$ cat src/rtl/ucode_sequencer_p_pkg.sv
// Shared types and default constants for the parametrised microcode sequencer.
package ucode_sequencer_p_pkg;

  // Processor cycle classes seen by the datapath and memory interface.
  typedef enum logic [1:0] {
    S_FETCH  = 2'd0,
    S_DECODE = 2'd1,
    S_EXEC   = 2'd2
  } proc_state_t;

  // Two-bit dependency selector used by several ucode control fields.
  typedef enum logic [1:0] {
    DEP_0     = 2'd0,
    DEP_1     = 2'd1,
    DEP_COND  = 2'd2,
    DEP_NCOND = 2'd3
  } dep_t;

  // Which vector sequence (if any) is currently running.
  typedef enum logic [1:0] {
    INT_NONE = 2'd0,
    INT_RST  = 2'd1,
    INT_NMI  = 2'd2,
    INT_IRQ  = 2'd3
  } int_kind_t;

  localparam int DEF_UIDX_W = 8;
  localparam int DEF_N_COND = 4;
  localparam int DEF_CSEL_W = 2;
  localparam int DEF_SKIP_W = 2;

  // Ucode entry points of the three vector sequences.
  localparam logic [7:0] DEF_RST_UIDX = 8'hF0;
  localparam logic [7:0] DEF_NMI_UIDX = 8'hF8;
  localparam logic [7:0] DEF_IRQ_UIDX = 8'hFC;

  // Resolve a dependency field against the selected branch condition.
  function automatic logic dep_eval(input dep_t f, input logic c);
    logic r;
    case (f)
      DEP_0:     r = 1'b0;
      DEP_1:     r = 1'b1;
      DEP_COND:  r = c;
      DEP_NCOND: r = ~c;
      default:   r = 1'b0;
    endcase
    return r;
  endfunction

endpackage

$ cat src/rtl/ucode_sequencer_p_int_ctrl.sv
// Interrupt control for the sequencer: NMI edge detection with a pending
// latch, IRQ level qualification, and the NMI-over-IRQ take decision.
import ucode_sequencer_p_pkg::*;

module ucode_int_ctrl (
  input  logic clock,
  input  logic reset_n,
  input  logic nmi_n,
  input  logic irq_n,
  input  logic i_flag,
  input  logic take_end,
  output logic take_nmi,
  output logic take_irq
);

  logic nmi_q;
  logic nmi_pending;
  logic nmi_edge;

  // A falling edge on nmi_n is the previous-cycle high level with a low now.
  assign nmi_edge = nmi_q & ~nmi_n;

  // NMI wins at an instruction boundary; IRQ is a plain level gated by the mask.
  assign take_nmi = nmi_pending;
  assign take_irq = ~nmi_pending & ~irq_n & ~i_flag;

  // Edge detector and pending latch run every cycle, stalled or not, so an
  // NMI pulse during a long RDY stall is never lost; a fresh edge beats a clear.
  always_ff @(posedge clock) begin
    if (!reset_n) begin
      nmi_q       <= 1'b1;
      nmi_pending <= 1'b0;
    end else begin
      nmi_q <= nmi_n;
      if (nmi_edge) begin
        nmi_pending <= 1'b1;
      end else if (take_end && nmi_pending) begin
        nmi_pending <= 1'b0;
      end
    end
  end

endmodule

$ cat src/rtl/ucode_sequencer_p.sv
// Microcode sequencer: tracks fetch/decode/execute state, advances the ucode
// index from ROM control fields, ends instructions and enters vector sequences.
import ucode_sequencer_p_pkg::*;

module ucode_sequencer_p #(
  parameter int UIDX_W = DEF_UIDX_W,
  parameter int N_COND = DEF_N_COND,
  parameter int CSEL_W = DEF_CSEL_W,
  parameter int SKIP_W = DEF_SKIP_W,
  parameter logic [UIDX_W-1:0] RST_UIDX = UIDX_W'(DEF_RST_UIDX),
  parameter logic [UIDX_W-1:0] NMI_UIDX = UIDX_W'(DEF_NMI_UIDX),
  parameter logic [UIDX_W-1:0] IRQ_UIDX = UIDX_W'(DEF_IRQ_UIDX)
) (
  input  logic              clock,
  input  logic              reset_n,
  input  logic              rdy,
  input  logic              mem_rd,
  input  logic              nmi_n,
  input  logic              irq_n,
  input  logic              i_flag,
  input  logic [UIDX_W-1:0] decode_index,
  input  logic              decode_inc_pc,
  input  logic              decode_start_fetch,
  input  logic              start_fetch,
  input  logic              skip_en,
  input  logic [SKIP_W-1:0] skip_dist,
  input  logic [1:0]        start_decode,
  input  logic [1:0]        stop_ucode,
  input  logic [1:0]        inc_pc_dep,
  input  logic [CSEL_W-1:0] cond_sel,
  input  logic [N_COND-1:0] cond_vec,
  output proc_state_t       state,
  output logic [UIDX_W-1:0] ucode_index,
  output logic              inc_pc,
  output logic              sync,
  output logic              int_active,
  output int_kind_t         int_kind
);

  proc_state_t       next_state;
  logic [UIDX_W-1:0] next_index;
  logic              next_int_active;
  int_kind_t         next_int_kind;
  logic              is_end;
  logic              stall;
  logic              cond;
  logic              take_nmi;
  logic              take_irq;

  // RDY only stretches read cycles; writes cannot be held off.
  assign stall = ~rdy & mem_rd;
  assign sync  = (state == S_FETCH);

  ucode_int_ctrl u_int_ctrl (
    .clock    (clock),
    .reset_n  (reset_n),
    .nmi_n    (nmi_n),
    .irq_n    (irq_n),
    .i_flag   (i_flag),
    .take_end (is_end),
    .take_nmi (take_nmi),
    .take_irq (take_irq)
  );

  // Condition mux; selectors beyond the populated vector read as false.
  always_comb begin
    cond = 1'b0;
    for (int i = 0; i < N_COND; i++) begin
      if (cond_sel == CSEL_W'(i)) begin
        cond = cond_vec[i];
      end
    end
  end

  // Next-state, next-index and PC-increment decision; everything holds while stalled.
  always_comb begin
    next_state      = state;
    next_index      = ucode_index;
    next_int_active = int_active;
    next_int_kind   = int_kind;
    inc_pc          = 1'b0;
    is_end          = 1'b0;

    if (!stall) begin
      case (state)
        S_FETCH: begin
          inc_pc     = 1'b1;
          next_state = S_DECODE;
        end
        S_DECODE: begin
          inc_pc     = decode_inc_pc;
          next_index = decode_index;
          if (decode_start_fetch) begin
            is_end = 1'b1;
          end else begin
            next_state = S_EXEC;
          end
        end
        S_EXEC: begin
          inc_pc = dep_eval(dep_t'(inc_pc_dep), cond);
          if (start_fetch) begin
            is_end = 1'b1;
          end else if (skip_en) begin
            if (cond) begin
              is_end = 1'b1;
            end else begin
              next_index = ucode_index + UIDX_W'(1) + UIDX_W'(skip_dist);
            end
          end else if (dep_eval(dep_t'(start_decode), cond)) begin
            next_state = S_DECODE;
            next_index = '0;
          end else if (dep_eval(dep_t'(stop_ucode), cond)) begin
            next_index = '0;
          end else begin
            next_index = ucode_index + UIDX_W'(1);
          end
        end
        default: begin
          next_state = S_FETCH;
          next_index = '0;
        end
      endcase

      if (is_end) begin
        if (take_nmi) begin
          next_state      = S_EXEC;
          next_index      = NMI_UIDX;
          next_int_active = 1'b1;
          next_int_kind   = INT_NMI;
        end else if (take_irq) begin
          next_state      = S_EXEC;
          next_index      = IRQ_UIDX;
          next_int_active = 1'b1;
          next_int_kind   = INT_IRQ;
        end else begin
          next_state      = S_FETCH;
          next_index      = '0;
          next_int_active = 1'b0;
          next_int_kind   = INT_NONE;
        end
      end
    end
  end

  // Sequencer registers; reset enters the reset vector and overrides any stall.
  always_ff @(posedge clock) begin
    if (!reset_n) begin
      state       <= S_EXEC;
      ucode_index <= RST_UIDX;
      int_active  <= 1'b1;
      int_kind    <= INT_RST;
    end else begin
      state       <= next_state;
      ucode_index <= next_index;
      int_active  <= next_int_active;
      int_kind    <= next_int_kind;
    end
  end

endmodule

$ cat config.mk
export PLATFORM = sky130hd
export DESIGN_NAME = ucode_sequencer_p
export DESIGN_NICKNAME = d
export VERILOG_FILES = /design/src/rtl/ucode_sequencer_p_pkg.sv /design/src/rtl/ucode_sequencer_p_int_ctrl.sv /design/src/rtl/ucode_sequencer_p.sv
export SDC_FILE = /design/constraint.sdc
export NUM_CORES = 1
export LEC_CHECK = 0
export CAP_MARGIN = 30
export CORE_ASPECT_RATIO = 0.6
export CORE_MARGIN = 4
export CORE_UTILIZATION = 45
export CTS_CLUSTER_SIZE = 30
export DETAILED_ROUTE_END_ITERATION = 8
export PLACE_DENSITY = 0.8
export SLEW_MARGIN = 10
export SYNTH_ARGS = -nofsm -noshare
export SYNTH_HDL_FRONTEND = slang
export SYNTH_HIERARCHICAL = 1
export SYNTH_SLANG_ARGS = --single-unit
$ cat constraint.sdc
create_clock -name clock -period 2.3 [get_ports clock]
set_clock_uncertainty 0.15 [all_clocks]
set_input_delay 0.23 -clock clock [delete_from_list [all_inputs] [get_ports clock]]
set_output_delay 0.23 -clock clock [all_outputs]
set_load 0.01 [all_outputs]
==> results of run 1 <==
-- logic make-up (layout without fill, tap and decap cells) --
| logic type | count (synthesis) | count (layout) | share of synthesized area [%] |
|---|---|---|---|
| xor+xnor | 9 | 9 | 5.77 |
| compound gates | 52 | 52 | 27.2 |
| fa+ha+maj | 9 | 9 | 8.79 |
| flops | 15 | 15 | 22.0 |
| simple gates | 63 | 63 | 26.2 |
| mux | 5 | 5 | 4.76 |
| buf+inv | 16 | 80 | 5.31 |
-- power breakdown --
group	switching (mW)	internal (mW)
Sequential	0.121	0.351
Clock	0.108	0.122
Combinational	0.656	0.661
Total	0.884	1.13
-- through the flow --
stage	util, %	power [mW]
after floorplan	-	1.17
after detailed placement	69.1	1.72
final	72.7	2.02
after global routing	72.7	2.15
after global placement	69.1	1.66
after CTS	70.9	1.96
-- path summary, 6_finish.rpt --
path                                            to  slack, ns  cells after the start
setup / recovery       ucode_index[7]$_SDFFE_PN1P_       0.07                      8
hold reg to reg   u_int_ctrl/take_nmi$_SDFFE_PN0P_       0.32                      2
hold / removal    u_int_ctrl/take_nmi$_SDFFE_PN0P_       0.32                      2
setup reg to reg       ucode_index[3]$_SDFFE_PN0P_       0.14                      8
-- registers in the layout, summed over array words and instances, names as in the netlist --
name and count:
ucode_index 8, int_kind 2, state 2, int_active 1
u_int_ctrl/nmi_q 1, u_int_ctrl/take_nmi 1
-- cells in the final DEF, fill, tap and decap left out, types with 2 or more instances in the layout --
| cell type | n |
|---|---|
| clkbuf_8 | 3 |
| nor2b_1 | 4 |
| nand2b_4 | 2 |
| o21ai_0 | 14 |
| nand3_1 | 10 |
| a221oi_1 | 3 |
| mux2i_1 | 2 |
| a22oi_1 | 2 |
| buf_4 | 19 |
| a21oi_1 | 7 |
| dfxtp_1 | 14 |
| and2_1 | 3 |
| xor2_1 | 2 |
| xnor2_1 | 7 |
| a211oi_2 | 2 |
| ha_1 | 7 |
| nor3_1 | 6 |
| o211ai_1 | 2 |
| nor2_1 | 7 |
| nand2b_1 | 3 |
| inv_1 | 10 |
| clkdlybuf4s50_1 | 45 |
| nand2_1 | 9 |
| o21ai_1 | 2 |
| mux2_2 | 2 |
| nor4_2 | 2 |
| and3_1 | 7 |
-- worst register-to-register path: stages, from the launching register on --
cell and delay [ns]:
dfxtp_2 0.39, ha_4 0.22, ha_1 0.27, a21oi_1 0.07
or2_1 0.27, and3_1 0.18, a221o_1 0.25, o21ai_0 0.16
a21oi_1 0.08
-- cell type report --
cell class / instances / share of cell area (%)
clock buffers: 3 / 1.96
clock inverters: 1 / 0.357
inverters: 10 / 1.79
multi-input cells: 138 / 50.2
flip-flops and latches: 15 / 14.3
well taps: 42 / 2.50
repair buffers: 66 / 28.9
-- metal layers --
metal,global-route usage (%),vias up
met5,0,-
met4,7.71,0
met3,7.35,4
met2,36.2,74
met1,28.9,742
li1,-,754
-- timing repair --
item	in CTS	in global routing
endpoints found under the setup margin	6	8
pin swaps	1	4
hold endpoints to repair	0	0
gates resized for setup	3	14
==> results.md, run 1 <==
- Delay-heaviest family, CP: compound AO/OA/AOI/OAI gates
- Fmax: 448 MHz
- Met1 WL: 1.92 mm
- Drt pass-1 iters: 4
- Finished Layout Cells: 275
- First-pass GRT wire length: 7.28 mm
- Syn Area/Cell: 8.08 um2
- Fin nets: 276
- Most frequent cell after synthesis: dfxtp_1
- TritonCTS clock tree: yes
- Pleak: 0.818 nW
- Top cell types by occurrence after synthesis: 15 x dfxtp_1, 14 x o21ai_0, 10 x inv_1, 10 x nand2_1, 10 x nand3_1
- Bufs and invs on worst path: 2
- Via count: 1574
- CTS H-tree lvls: 1
- Multi-input logic area: 1050 um2
- Status: complete, no violations
- CP arrival: 2.21 ns
- Top layer in use: met4
- Critical path's largest stage delay: 0.51 ns
- Ant diodes: 0
- Clock latency on the worst-skew pair: 0.25 ns
- Power Dens Cells: 960 nW/um2
- Slew headroom: 63.9%
- Max-Cap Viols: 0
- Peak VDD IR: 0.701 mV
- Worst EP required: 2.28 ns
- Met2 WL: 1.99 mm
- Initial Utilization: 47.3%
- Synth top area cells: dfxtp_1 22%, ha_1 7.3%, o21ai_0 5.1%
- Cells after DPL: 271
- EDFF count, synth: 0
- Largest net degree at the start of global routing: 11
- 1st-iter DRT viols: 81
- YS warnings: 6
- Final Cell Area: 2100 um2
- Synthesized area: 1370 um2
- DP Area: 2000 um2
- CP Capture Type: register
- Clock slew seen by the registers of the worst setup and hold paths: 0.07 ns
- Core area: 2890 um2
- Chip width: 79.1 um
- Cts hold-fix bufs: 0
- Clock Path Buffers: 2
- Die area: 4010 um2
- Worst Tran Pin Value: 0.540 ns
- Kind of critical path: input port to register
- Post-DR wirelength/cell: 15.9 um
- FF+latch area: 302 um2
- Slowest cell on crit path: mux4_2
- Vias in the first global route: 1607
- Hold slack: 0.321 ns
- DIE HEIGHT: 50.7 um
- Top cell type's share of synthesized area: 22.0%
- Syn Inst Count: 169
- CTS buffer count: 3
- Clock period minus worst slack: 2.23 ns
- Final worst slack: 0.0675 ns
- Final GP Congestion: 0.919
- Vias per cell: 5.72
- Post-DP HPWL: 3.46 mm
- Final setup fails: 0
- Fill cell count: 229
- Async SR Flop Fraction: 0%
- Share of layout cells above drive strength 1: 20.2%
- R2r startpoint: ucode_index[0]$_SDFFE_PN0P_
- Crit. Startpoint: cond_vec[0]
- Row cnt: 15
- GRT overflow: 0
- Critical Path Source Type: input port
- P&R area growth vs syn: 53.8%
- Total wire length: 4.36 mm
- Initial antenna violation count: 0
- Sequential area share after synthesis: 22.0%
- Port Buffers: 47
- Hold_sp: u_int_ctrl/nmi_q$_SDFF_PN1_
- Syn_nets: 211
- CP max FO: 4
- Ports: 48
- Tcrit/Tclk final: 97.1%
- CTS sink count: 15
- Pre-CTS setup slack: -0.388 ns
- Seq cells post-synth: 15
- Fin. Hold Viols: 0
- Total GRT Usage: 22.7%
- Post-DRT Antenna Nets: 0
- Main flop type after synthesis: dfxtp_1
- # Post-CTS Setup Buffers: 0
- Yosys top cell by area: dfxtp_1
- Worst hold path type: register to register
- Critical path cell sequence: clkdlybuf4s50_1 > mux4_2 > buf_4 > a21oi_4 > nand2b_4 > o31ai_2 > a221oi_1 > o21ai_1
- Routed wl met3: 431 um
- Pins Over Slew Limit: 0
- Clock Tree Root: clkbuf_8
- # DRC: 0
- Setup_tns: 0 ns
- Post-synthesis cell type count: 56
(Power assumes the default switching activity.)
==> run 2: changes to the inputs <==
--- a/config.mk
+++ b/config.mk
@@ -8,10 +8,10 @@
 export CAP_MARGIN = 30
 export CORE_ASPECT_RATIO = 0.6
 export CORE_MARGIN = 4
-export CORE_UTILIZATION = 45
+export CORE_UTILIZATION = 37
 export CTS_CLUSTER_SIZE = 30
 export DETAILED_ROUTE_END_ITERATION = 8
-export PLACE_DENSITY = 0.8
+export PLACE_DENSITY = 0.68
 export SLEW_MARGIN = 10
 export SYNTH_ARGS = -nofsm -noshare
 export SYNTH_HDL_FRONTEND = slang
==> results.md, run 2 (synthesis results as in run 1) <==
- Largest net degree at the start of global routing: 11
- P&R area growth vs syn: 57.8%
- Crit-path most repeated cell: ha_4
- Total GRT Usage: 19.1%
- Via count: 1566
- Final setup fails: 0
- Top flop regs: ucode_index (8), int_kind (2), state (2)
- CTS H-tree lvls: 1
- Ports: 48
- # DRC: 0
- Slowest cell on crit path: dfxtp_4
- Vias per cell: 5.53
- Worst hold path type: register to register
- Clock slew seen by the registers of the worst setup and hold paths: 0.07 ns
- CP arrival: 2.29 ns
- Die area: 4760 um2
- Finished Layout Cells: 283
- Worst EP required: 2.34 ns
- Critical Path Source Type: register
- Fin. Hold Viols: 0
- First-pass GRT wire length: 7.07 mm
- Port Buffers: 47
- Drt pass-1 iters: 4
- CP Capture Type: register
- Post-DRT Antenna Nets: 0
- Commonest non-fill, non-tap cells in the layout: 45 x clkdlybuf4s50_1, 24 x buf_4, 13 x dfxtp_1
- Post-DP HPWL: 3.47 mm
- R2r setup slk: 0.05 ns
- Pre-CTS setup slack: -0.347 ns
- Vias in the first global route: 1503
- CTS buffer count: 3
- Clock Path Buffers: 2
- Cells after DPL: 276
- Kind of critical path: register to register
- Final worst slack: 0.0456 ns
- 1st-iter DRT viols: 76
- Worst Tran Pin Value: 0.457 ns
- R2r worst-path depth: 9
- Initial Utilization: 40.1%
- Fmax: 444 MHz
- Status: complete, no violations
- CP max FO: 4
- Share of layout cells above drive strength 1: 21.8%
- Total wire length: 4.50 mm
- Max-Cap Viols: 0
- Power Dens Cells: 950 nW/um2
- TritonCTS clock tree: yes
- Critical path's largest stage delay: 0.37 ns
- Pleak: 0.848 nW
- Clock period minus worst slack: 2.25 ns
- Pins Over Slew Limit: 0
- Tcrit/Tclk final: 98.0%
- Peak VDD IR: 0.448 mV
- Initial antenna violation count: 0
- Chip width: 86.5 um
- Clock latency on the worst-skew pair: 0.25 ns
- CTS sink count: 15
- Critical path cell sequence: ha_4 > ha_4 > a21oi_1 > or2_1 > a21oi_2 > buf_4 > nand4_1 > mux2_4 > o21ai_1
- WHS Path Cells: 2
- GRT overflow: 0
- Commonest non-fill, non-tap cell in the layout: clkdlybuf4s50_1
- Post-DR wirelength/cell: 15.9 um
- Final GP Congestion: 0.821
- Clock Tree Root: clkbuf_8
- Max reg flops: 8
- Slew headroom: 69.4%
- Ant diodes: 0
- Top reg by flops: ucode_index
- Row cnt: 16
- Fin nets: 281
- Core area: 3400 um2
- DIE HEIGHT: 55.1 um
## run 2: routing by layer
| layer | global-route usage (%) | vias to the layer above | share of wire (%) |
|---|---|---|---|
| li1 | - | 768 | - |
| met1 | 25.8 | 738 | 45 |
| met2 | 31.2 | 52 | 46 |
| met3 | 6.36 | 8 | 7.7 |
| met4 | 1.30 | 0 | 1.4 |
| met5 | 0 | - | 0 |
## run 2: per-stage QoR
step	utilization (%)	hold WS (ns)	power [mW]	instance area, um2	TNS, ns
6_report	63.3	0.328	2.05	2160	0
5_1_grt	63.3	0.361	2.20	2160	-0.0279
4_1_cts	60.9	0.332	1.97	2070	0
3_5_place_dp	59.2	0.321	1.74	2020	-2.80
3_3_place_gp	59.2	0.312	1.69	2020	-2.08
2_1_floorplan	-	0.142	1.17	1370	0
## run 2: power by group
part / leakage [nW] / switching, mW / internal (mW)
clock network: 0.0217 / 0.107 / 0.122
logic: 0.701 / 0.670 / 0.687
registers: 0.125 / 0.110 / 0.352
## run 2: final timing paths
kind / start / end
worst max-delay path: ucode_index[0]$_SDFFE_PN0P_ / ucode_index[7]$_SDFFE_PN1P_
worst min-delay path: u_int_ctrl/nmi_q$_SDFF_PN1_ / u_int_ctrl/take_nmi$_SDFFE_PN0P_
worst max register to register: ucode_index[0]$_SDFFE_PN0P_ / ucode_index[7]$_SDFFE_PN1P_
worst min register to register: u_int_ctrl/nmi_q$_SDFF_PN1_ / u_int_ctrl/take_nmi$_SDFFE_PN0P_
## run 2: cell type report
cell class,count,area [um2]
clock buffer,3,41.3
sequential,15,305
tap,45,56.3
clock inverter,1,7.51
inverter,10,37.5
timing repair buffer,71,644
fill,302,1250
multi-input combinational,138,1060
## run 2: critical path, delay by kind of cell (launching register included)
family / cells / cell delay (ns)
and+or+nand+nor: 2 / 0.38
buffers and inverters: 1 / 0.14
DFF: 1 / 0.37
muxes: 1 / 0.32
adders and majority gates: 2 / 0.49
AOI/OAI and AO/OA: 3 / 0.35
## run 2: timing repair
action                                  CTS  global route
pin swaps                                 1             4
buffers inserted                          0             3
resized for setup                         5            15
hold buffers                              0             0
endpoints found under the setup margin    5             9
